===== config.mk =====
export PLATFORM = sky130hd
export DESIGN_NAME = mem_port_arbiter
export DESIGN_NICKNAME = d
export VERILOG_FILES = /design/src/rtl/mem_port_arbiter.sv
export SDC_FILE = /design/constraint.sdc
export NUM_CORES = 1
export LEC_CHECK = 0
export CAP_MARGIN = 20
export CELL_PAD_IN_SITES_DETAIL_PLACEMENT = 0
export CELL_PAD_IN_SITES_GLOBAL_PLACEMENT = 1
export CORE_MARGIN = 5
export CORE_UTILIZATION = 31
export CTS_BUF_LIST = sky130_fd_sc_hd__clkbuf_4 sky130_fd_sc_hd__clkbuf_8
export CTS_CLUSTER_SIZE = 10
export DETAILED_ROUTE_END_ITERATION = 8
export GPL_TIMING_DRIVEN = 0
export PLACE_DENSITY = 0.94
export SYNTH_ARGS = -nofsm -noshare
export SYNTH_HDL_FRONTEND = slang
export SYNTH_SLANG_ARGS = --single-unit

===== constraint.sdc =====
create_clock -name CLOCK -period 1.55 [get_ports CLOCK]
set_input_delay 0.155 -clock CLOCK [delete_from_list [all_inputs] [get_ports CLOCK]]
set_output_delay 0.155 -clock CLOCK [all_outputs]
set_load 0.02 [all_outputs]

===== src/rtl/mem_port_arbiter.sv =====
// Shares one memory port between instruction fetch and data access; data wins ties, reads take MEM_LAT+1 cycles, writes take 2 cycles.
// Optional fetch-starvation guard enabled by defining ARB_FAIRNESS_EN.
module mem_port_arbiter #(
  parameter int MEM_LAT         = 1,
  parameter int MAX_DATA_STREAK = 4
) (
  input  logic        CLOCK,
  input  logic        RESET,
  input  logic        IF_REQ,
  input  logic [31:0] IF_ADDR,
  output logic        IF_ACK,
  output logic [31:0] IF_RDATA,
  input  logic        D_REQ,
  input  logic        D_WE,
  input  logic [31:0] D_ADDR,
  input  logic [31:0] D_WDATA,
  input  logic [2:0]  D_SIZE,
  output logic        D_ACK,
  output logic [31:0] D_RDATA,
  output logic [31:0] MEM_ADDR,
  output logic [31:0] MEM_WDATA,
  output logic [2:0]  MEM_SIZE,
  output logic        MEM_RE,
  output logic        MEM_WE,
  input  logic [31:0] MEM_RDATA,
  output logic        STALL_IF,
  output logic        STALL_D
);

  typedef enum logic [1:0] {IDLE, WAIT, RESP} state_t;

  localparam logic [2:0] LAT_M1 = 3'(MEM_LAT - 1);

  state_t      state, state_nxt;
  logic        own_d, own_we;
  logic [31:0] lat_addr, lat_wdata;
  logic [2:0]  lat_size;
  logic [2:0]  cnt;
  logic [31:0] if_rdata_q, d_rdata_q;
  logic        grant_d, grant_if;
  logic        fetch_turn;

`ifdef ARB_FAIRNESS_EN
  localparam logic [2:0] STREAK_MAX = 3'(MAX_DATA_STREAK);
  logic [2:0] streak;

  assign fetch_turn = (streak == STREAK_MAX) && IF_REQ && D_REQ;

  // Only data grants that overtook a waiting fetch count toward the streak.
  always_ff @(posedge CLOCK) begin
    if (RESET) begin
      streak <= 3'd0;
    end else if (state == IDLE) begin
      if (!IF_REQ || grant_if) streak <= 3'd0;
      else if (grant_d)        streak <= streak + 3'd1;
    end
  end
`else
  logic unused_streak_cfg;
  assign unused_streak_cfg = ^3'(MAX_DATA_STREAK);
  assign fetch_turn        = 1'b0;
`endif

  assign grant_d  = (state == IDLE) && D_REQ && !fetch_turn;
  assign grant_if = (state == IDLE) && IF_REQ && !grant_d;

  always_comb begin
    state_nxt = state;
    MEM_ADDR  = lat_addr;
    MEM_WDATA = lat_wdata;
    MEM_SIZE  = lat_size;
    MEM_RE    = 1'b0;
    MEM_WE    = 1'b0;
    IF_ACK    = 1'b0;
    D_ACK     = 1'b0;
    IF_RDATA  = if_rdata_q;
    D_RDATA   = d_rdata_q;
    case (state)
      IDLE: begin
        if (grant_d) begin
          MEM_ADDR  = D_ADDR;
          MEM_WDATA = D_WDATA;
          MEM_SIZE  = D_SIZE;
          MEM_WE    = D_WE;
          MEM_RE    = !D_WE;
          state_nxt = (D_WE || MEM_LAT == 1) ? RESP : WAIT;
        end else if (grant_if) begin
          MEM_ADDR  = IF_ADDR;
          MEM_SIZE  = 3'b010;
          MEM_RE    = 1'b1;
          state_nxt = (MEM_LAT == 1) ? RESP : WAIT;
        end
      end
      WAIT: begin
        if (cnt == 3'd1) state_nxt = RESP;
      end
      RESP: begin
        // Bypass read data so the owner sees it in the ACK cycle itself.
        if (own_d) begin
          D_ACK = 1'b1;
          if (!own_we) D_RDATA = MEM_RDATA;
        end else begin
          IF_ACK   = 1'b1;
          IF_RDATA = MEM_RDATA;
        end
        state_nxt = IDLE;
      end
      default: state_nxt = IDLE;
    endcase
  end

  always_ff @(posedge CLOCK) begin
    if (RESET) begin
      state      <= IDLE;
      own_d      <= 1'b0;
      own_we     <= 1'b0;
      lat_addr   <= 32'd0;
      lat_wdata  <= 32'd0;
      lat_size   <= 3'd0;
      cnt        <= 3'd0;
      if_rdata_q <= 32'd0;
      d_rdata_q  <= 32'd0;
    end else begin
      state <= state_nxt;
      if (grant_d || grant_if) begin
        own_d     <= grant_d;
        own_we    <= grant_d && D_WE;
        lat_addr  <= MEM_ADDR;
        lat_wdata <= MEM_WDATA;
        lat_size  <= MEM_SIZE;
        cnt       <= LAT_M1;
      end else if (state == WAIT) begin
        cnt <= cnt - 3'd1;
      end
      if (state == RESP && !own_we) begin
        if (own_d) d_rdata_q  <= MEM_RDATA;
        else       if_rdata_q <= MEM_RDATA;
      end
    end
  end

  assign STALL_IF = IF_REQ && !IF_ACK;
  assign STALL_D  = D_REQ && !D_ACK;

endmodule


# Word-level counts from Yosys, hierarchy flattened
# Index checks and enable logic that the tools add are counted.
[totals]
reg_bits = 138
[classes]
addsub = 1
n_eq_ne = 5
muxes = 26
n_reduce_logical = 17
[op_table]
columns = ["op", "count"]
rows = [
  ["32-bit 2-to-1 mux", 10],
  ["1-bit 2-to-1 mux", 9],
  ["3-bit 2-to-1 mux", 3],
  ["1-bit logical AND", 7],
  ["2-bit 2-to-1 mux", 3],
  ["1-bit zero test", 5],
  ["2-bit case mux with 2 select lines", 1],
  ["2-bit AND reduction", 2],
  ["3-bit by 1-bit == test with 1-bit output (second input constant)", 1],
  ["3-bit inequality test (second input constant)", 1],
  ["3-bit by 1-bit subtractor with 3-bit output (second input constant)", 1],
  ["2-bit by 1-bit == test with 1-bit output (second input constant)", 1],
  ["2-bit == test (second input constant)", 1],
  ["2-bit zero test", 1],
  ["2-bit inequality test (second input constant)", 1],
  ["2-bit OR reduction", 1],
  ["1-bit logical OR", 1],
]

# Logic depth before layout (Yosys ltp)
[depth]
word_depth = 7
ltp_mapped = 6
depth_no_buf = 3

# Worst setup path after synthesis
# OpenSTA, ideal clock, no wires.
[synth_path]
path_type = "reg2out"
startpoint = "register own_d"
endpoint = "output port STALL_IF"
arrival_ns = 1.325
required_time_ns = 1.395
path_slack_ns = 0.070
stages_incl_launch_ff = 6
n_path_buf = 2
path_cell_list = "dfxtp_1 -> nand2b_1 -> buf_2 -> buf_2 -> inv_1 -> nor2_1"
[synth_via]
elab_chain_cells = 4
[synth_rtl]
columns = ["element", "line", "rtl"]
rows = [
  ["from (decl)", "35", "logic own_d, own_we;"],
  ["from (signal assigned)", "126", "own_d <= grant_d;"],
  ["1-bit 2-to-1 mux", "99", "if (own_d) begin"],
  ["1-bit 2-to-1 mux", "78", "case (state)"],
  ["via IF_ACK", "11", "output logic IF_ACK,"],
  ["1-bit zero test", "142", "assign STALL_IF = IF_REQ && !IF_ACK;"],
  ["1-bit logical AND", "142", ""],
  ["to (decl)", "26", "output logic STALL_IF,"],
]
# The timed path passes the listed nets, and every way through them passes these cells.

# Worst setup path in the final report
[layout_path]
startpoint = "register state[1]"
endpoint = "output port MEM_ADDR[6]"
[layout_via]
elab_chain_cells = 7
[layout_rtl]
columns = ["element", "line", "rtl"]
rows = [
  ["from (decl)", "34", "state_t state, state_nxt;"],
  ["from (signal assigned)", "124", "state <= state_nxt;"],
  ["2-bit zero test *", "64, 65, 78", ""],
  ["1-bit logical AND", "64", "assign grant_d = (state == IDLE) && D_REQ && !fetch_turn;"],
  ["1-bit zero test", "65", "assign grant_if = (state == IDLE) && IF_REQ && !grant_d;"],
  ["1-bit logical AND", "65", ""],
  ["32-bit 2-to-1 mux", "87", "end else if (grant_if) begin"],
  ["32-bit 2-to-1 mux", "80", "if (grant_d) begin"],
  ["32-bit 2-to-1 mux *", "78", ""],
  ["to (decl)", "20", "output logic [31:0] MEM_ADDR,"],
]
# Mark *: on every way between the ends. The rest lies on a longest branch, timed or not.

==> flow_summary.yaml <==
outcome:
  outcome: "finished, violations left"
  violations: "setup timing"
worst_setup_path:
  cpMaxStageDelayCell: "dfxtp_2"
  cpPeakStageDelay_ns: 0.34
  critPathLaunchType: "flip-flop"
  regToRegSetupSlack_ns: -0.10
  reg2reg_depth: 8
  worstPathCellList: "buf_6, or2_4, buf_8, buf_12, o32ai_4, nor2_1, buf_2"
  worstPathMaxFanout: 7
  worstPathRequired_ns: 1.39
  crit_buf_inv: 4
  r2r_start: "state[1]"
  cp_top_family: "buffers and inverters"
  r2r_end: "lat_addr[23]"
  cp-end-kind: "output port"
  critPathKind: "flip-flop to output port"
  crit_arrival_ns: 1.95
placement:
  gp_congestion: 0.797
  dp_hpwl_um: 14200
  io_buffers: 271
  dpl_worst_slack_ns: -1.06
sta:
  hold_viol: 0
  period_needed_ns: 2.10
  setup_viol: 143
  fmax_ghz: 0.475
  slew_viol_final: 0
  max_slew.worst_pin.slew_ns: 0.774
  rsz0062_at_grt: "yes"
  setup_slack_ns: -0.555
  holdWs_ns: 0.321
  relSlewSlack_pct: 48.4
  period_share_pct: 136
  clock_skew_ns: 0.00835
route:
  wl_per_cell_um: 17.5
  wirelength_um: 20500
  drc: 0
  postRouteAntennaNets: 0
  drt_iter0_markers: 128
  drt_pass1_iterations: 5
  avgViaCountPerCell: 4.70
  vias: 5516
cells_and_area:
  drive_above_1_share_pct: 42.1
  diodes: 0
  nNetsFinal: 1063
  area_growth_pct: 80.4
  fillers: 1630
synthesis:
  synth-seq-cells: 134
  synth_top_area_share_pct: 46.4
  ys_seq_area_share_pct: 46.4
  syn_nets: 733
  avgSynthCellArea_um2: 9.68
  synthCells: 597
  yosys_warnings: 0
  yosysTopAreaCell: "dfxtp_1"
  synth_area_leaders: "dfxtp_1 (46%), mux2_2 (15%), nor2b_1 (7.9%)"
  synth_cell_type_count: 28
  syn_area_um2: 5780
die:
  die_x_um: 147
  chipHeight_um: 147
  rows: 50
  ios: 273
  floorplan.initialDensity_pct: 31.2
  die-area_um2: 21500
  coreArea_um2: 18500
power_and_ir_drop:
  ir_worst_vdd_mv: 0.538
  p_per_area_nw_per_um2: 927
  p_leak_uw: 0.00434
cts:
  cts_tree: "built"
  path_clk_slew_ns: 0.07
  cts.sinks: 134
  cts_max_level: 4
  cts_buffer_depth: 2
  cts_buffers: 17
  clock_latency_ns: 0.43
  root_buffer: "clkbuf_8"
global_route:
  track_usage_pct: 17.9
  grt_overflow_total: 0
  grt_pass1_vias: 5606
  grt_pass1_wl_um: 30600
  grt_max_degree: 17
  antenna_found_initial: 0
min_path:
  whs_endpoint: "if_rdata_q[28]"
  min_path_type: "primary input to flip-flop"
  min_path_cells: 3
  worstHoldStart: "MEM_RDATA[28]"
run:
  drv_cap: 0
==> layout by cell type (no fill, tap or decap), types with 5 or more instances in the layout <==
cell / n
o32ai_4: 27
buf_2: 44
buf_4: 38
a21oi_1: 33
nand2_1: 64
mux2_2: 69
clkinv_2: 5
buf_6: 91
clkbuf_8: 20
clkdlybuf4s50_1: 133
dfxtp_1: 131
buf_8: 10
mux2_4: 27
nor3_1: 30
nor2_1: 62
clkdlybuf4s15_2: 10
nor2b_1: 67
clkbuf_1: 15
nor2_2: 5
buf_12: 10
nor2b_4: 5
==> flip-flops by register name, summed over array words and instances, names as in the netlist <==
register	cells
d_rdata_q	32
lat_size	3
own_d	1
own_we	1
state	1
lat_addr	32
if_rdata_q	32
lat_wdata	32
==> cells in the mapped netlist, drive strengths merged <==
cell type,n
o21ba,1
a22oi,1
or2,1
nor3b,1
a21oi,33
clkbuf,18
buf,30
a221oi,3
nor2,68
nor3,32
a22o,2
nor2b,73
o21bai,1
nand3b,1
mux2,96
nand2b,2
o22a,1
or3b,1
o32ai,29
inv,2
nand2,64
dfxtp,134
o21ai,1
and2,2
==> cells by family (layout without fill, tap and decap cells) <==
group	after synthesis	count (layout)	synth area share, %
muxes	96	96	18.7
DFF	134	134	46.4
buffers and inverters	50	392	4.35
AOI/OAI and AO/OA	72	72	9.99
and+or+nand+nor	245	245	20.5
==> worst max path at each step <==
stage                         endpoint  slack (ns)  cells past startpoint     start
after global placement     MEM_ADDR[8]       -1.06                      6    IF_REQ
after detailed placement   MEM_ADDR[8]       -1.06                      6    IF_REQ
after global routing       MEM_ADDR[6]       -0.67                      7  state[1]
final                      MEM_ADDR[6]       -0.55                      7  state[1]
after CTS                 MEM_ADDR[10]       -0.65                      7  state[1]
after floorplan               STALL_IF        0.07                      5     own_d
==> area by class of cell <==
cell class                      count  area, µm²  area share (%)
Multi-Input combinational cell    413       3500            33.6
Timing Repair Buffer              312       3100            29.8
Sequential cell                   134       2690            25.8
Buffer                             47        433            4.15
Tap cell                          234        293            2.81
Clock buffer                       22        290            2.79
Clock inverter                      9        101           0.973
Inverter                            2       10.0          0.0961
==> report_power, final <==
part	total, µW	switching (µW)	internal (µW)
registers	3730	70.9	3650
logic	3000	1460	1550
clock network	2930	1350	1570
total	9660	2880	6780
==> worst reg2reg max path, delay by kind of cell (launching register included) <==
family / cells / cell delay [ns]
buffers and inverters: 5 / 0.66
flip-flops: 1 / 0.34
AO/OA/AOI/OAI: 1 / 0.23
AND/OR/NAND/NOR: 2 / 0.29
==> metal layers <==
layer  part of all wire (%)  up-vias  track usage, %
met5                      0        -               0
met4                    2.0        0            6.59
met3                    8.0       23            7.79
met2                     49      198            29.0
met1                     41     2594            21.2
li1                       -     2701               -
==> stage by stage <==
step	cells	util (%)	power [µW]	setup TNS, ns	instance area, µm²
global placement	1102	47.4	6310	-112.16	8780
detailed placement	1102	47.4	6330	-115.01	8780
global route	1173	56.3	10100	-72.46	10400
CTS	1160	52.2	9440	-60.40	9670
finish	1173	56.3	9660	-54.08	10400
floorplan	597	-	5070	0	5780
==> repair_timing <==
item	in CTS	in global routing
hold buffers	0	0
gates resized for setup	738	179
setup endpoints to repair	190	193
gates cloned	3	4
buffers inserted	25	11
pin swaps	5	14
endpoints found under the hold margin	0	0
Power figures use the tool's default switching activity.
==> patch: new RTL, config.mk and constraints unchanged <==
Encoding of `state_t`: now one-hot (3 bits for 3 states).
--- a/src/rtl/mem_port_arbiter.sv
+++ b/src/rtl/mem_port_arbiter.sv
@@ -27,7 +27,7 @@
   output logic        STALL_D
 );
 
-  typedef enum logic [1:0] {IDLE, WAIT, RESP} state_t;
+  typedef enum logic [2:0] {IDLE = 3'b001, WAIT = 3'b010, RESP = 3'b100} state_t;
 
   localparam logic [2:0] LAT_M1 = 3'(MEM_LAT - 1);
 
Behaviour: no difference found for any inputs over 4 cycles, from zero or initial values and one cycle with RESET high; so few cycles prove little.
==> patch against the unedited design <==
- the run still ends with setup timing left
- area after synthesis rose by 5.9%
- power is 1.1% higher
- setup slack improved by 8.8 ps
- sequential cell count up 1
- non-clock buffer count grew 14
- routed wire length rose by 5.4%
- die area grew 5.5%
- cell area grew 5.7%
- via count rose by 3.8%
- sequential share of layout area shrank 1.2 points
- first-iteration DRC count grew 52%
- combinational power is essentially flat
- synthesized cell count is 0.34% higher
- worst hold slack worse by 5.7 ps
- largest cell class unchanged
==> patch: results (changes against the unedited design) <==
stage	metric	value	unit	change
status	status	complete, but fails checks		unchanged
status	failing checks	setup timing		unchanged
grt	first-pass GRT wire length	31.46	mm	was 30.62 mm
sta	post-route worst setup slack	-545.8	ps	was -554.7 ps
finish	Filler Cell Count	1655		was 1630
yosys	Unique masters post-synth	32		was 28
sta	Setup Skew	10.73	ps	was 8.348 ps
finish	layout cells sized above 1	0.4193		was 0.4207
worst_setup_path	Worst R2R Start	state[0]		was state[1]
placement	Detail Placement HPWL	14.77	mm	was 14.18 mm
grt	number of global-route vias before repair	5631		was 5606
sta	Slew HR	0.5558		was 0.4841
yosys	Commonest cells post-synth	135 x dfxtp_1, 91 x nand2_1, 67 x nor2b_1		was 134 x dfxtp_1, 75 x mux2_2, 73 x nor2b_1
sta	final setup TNS	-68890	ps	was -54080 ps
yosys	net count of the mapped netlist	735		was 733
pwr	worst-case vdd ir drop	0.0004773	V	was 0.0005380 V
pwr	Leakage	4.544	nW	was 4.338 nW
worst_setup_path	worst reg2reg path depth	6		was 8
worst_setup_path	FF-to-FF setup slack	-280	ps	was -100 ps
yosys	top post-synthesis cells by area	dfxtp_1 44%, mux2_4 14%, nor2b_1 6.9%, o2bb2ai_1 6.0%, nand2_1 5.6%		was dfxtp_1 46%, mux2_2 15%, nor2b_1 7.9%, nor2_1 4.4%, nand2_1 4.2%
drt	TritonRoute pass-1 iters	4		was 5
drt	drt first-iter violations	194		was 128
hold_path	hold_sp	IF_ADDR[16]		was MEM_RDATA[28]
yosys	Seq/Total Area, Yosys	0.4418		was 0.4644
finish	Final #Nets	1078		was 1063
placement	Final Wtd Congestion	0.8130		was 0.7974
hold_path	hold endpoint	lat_addr[16]		was if_rdata_q[28]
grt	GRT Total Usage	0.1779		was 0.1794
worst_setup_path	reg2reg end	if_rdata_q[29]		was lat_addr[23]
placement	IO Port Bufs	272		was 271
drt	vias	5725		was 5516
worst_setup_path	crit path max fanout	6		was 7
sta	final setup vio count	216		was 143
[patch: report_power, final]
group / switching [W] / internal (W)
logic: 0.00135 / 0.00166
clock network: 0.00139 / 0.00162
registers: 0.0000956 / 0.00364
total: 0.00284 / 0.00693
[patch: what timing repair did]
item | in CTS | in global routing
cloned | 3 | 6
endpoints found under the setup margin | 249 | 269
buffers inserted | 25 | 23
hold endpoints to repair | 0 | 0
resized for setup | 735 | 269
pin swaps | 3 | 8
[patch: worst max-delay path by stage]
stage                         to  startpoint  cells after the start
CTS                  D_RDATA[11]    state[0]                      7
detailed placement   MEM_ADDR[0]       D_REQ                      6
global placement     MEM_ADDR[0]       D_REQ                      6
global route         D_RDATA[11]    state[0]                      6
floorplan           IF_RDATA[10]    state[2]                      3
finish               D_RDATA[11]    state[0]                      6
[patch: routing by layer]
metal / wire, um / track usage / part of all wire / vias to the layer above
met1: 9004 / 0.2207 / 0.42 / 2743
met3: 1413 / 0.05418 / 0.065 / 12
met2: 11030 / 0.3061 / 0.51 / 187
met5: 0 / 0 / 0 / -
met4: 167 / 0.03522 / 0.0077 / 0
li1: - / - / - / 2783
[patch: worst max-delay path, cell delays in order (launching register included)]
cell and delay [ps]:
dfxtp_4 380, and4bb_1 280, buf_6 150, buf_12 120, buf_12 120, mux2_4 320, buf_6 140
[patch: layout make-up]
type,instances,area (um^2),share of cell area
Clock buffer,24,305.3,0.02772
Tap cell,265,331.6,0.03011
Clock inverter,7,95.09,0.008635
Buffer,46,441.7,0.04011
Multi-Input combinational cell,411,3612,0.3280
Inverter,4,17.52,0.001591
Timing Repair Buffer,327,3497,0.3176
Sequential cell,135,2711,0.2462
[patch: cells by family (layout without fill, tap and decap cells)]
group,Yosys count,after routing,synth area share
and+or+nand+nor,184,184,0.1542
DFF,135,135,0.4418
AOI/OAI and AO/OA,129,129,0.1438
muxes,98,98,0.2154
buffers and inverters,53,408,0.04479
[patch: through the flow]
stage               cell area [um^2]  utilization  setup WS (ps)  hold slack, ps  std cells
finish                         11010       0.5658         -545.8           315.5       1219
global route                   11010       0.5658         -649.4           293.7       1219
CTS                            10000       0.5138         -689.9           250.3       1195
detailed placement              9189       0.4721          -1399           445.6       1136
global placement                9189       0.4721          -1420           437.9       1136
floorplan                       6135            -         -6.790           291.0        599
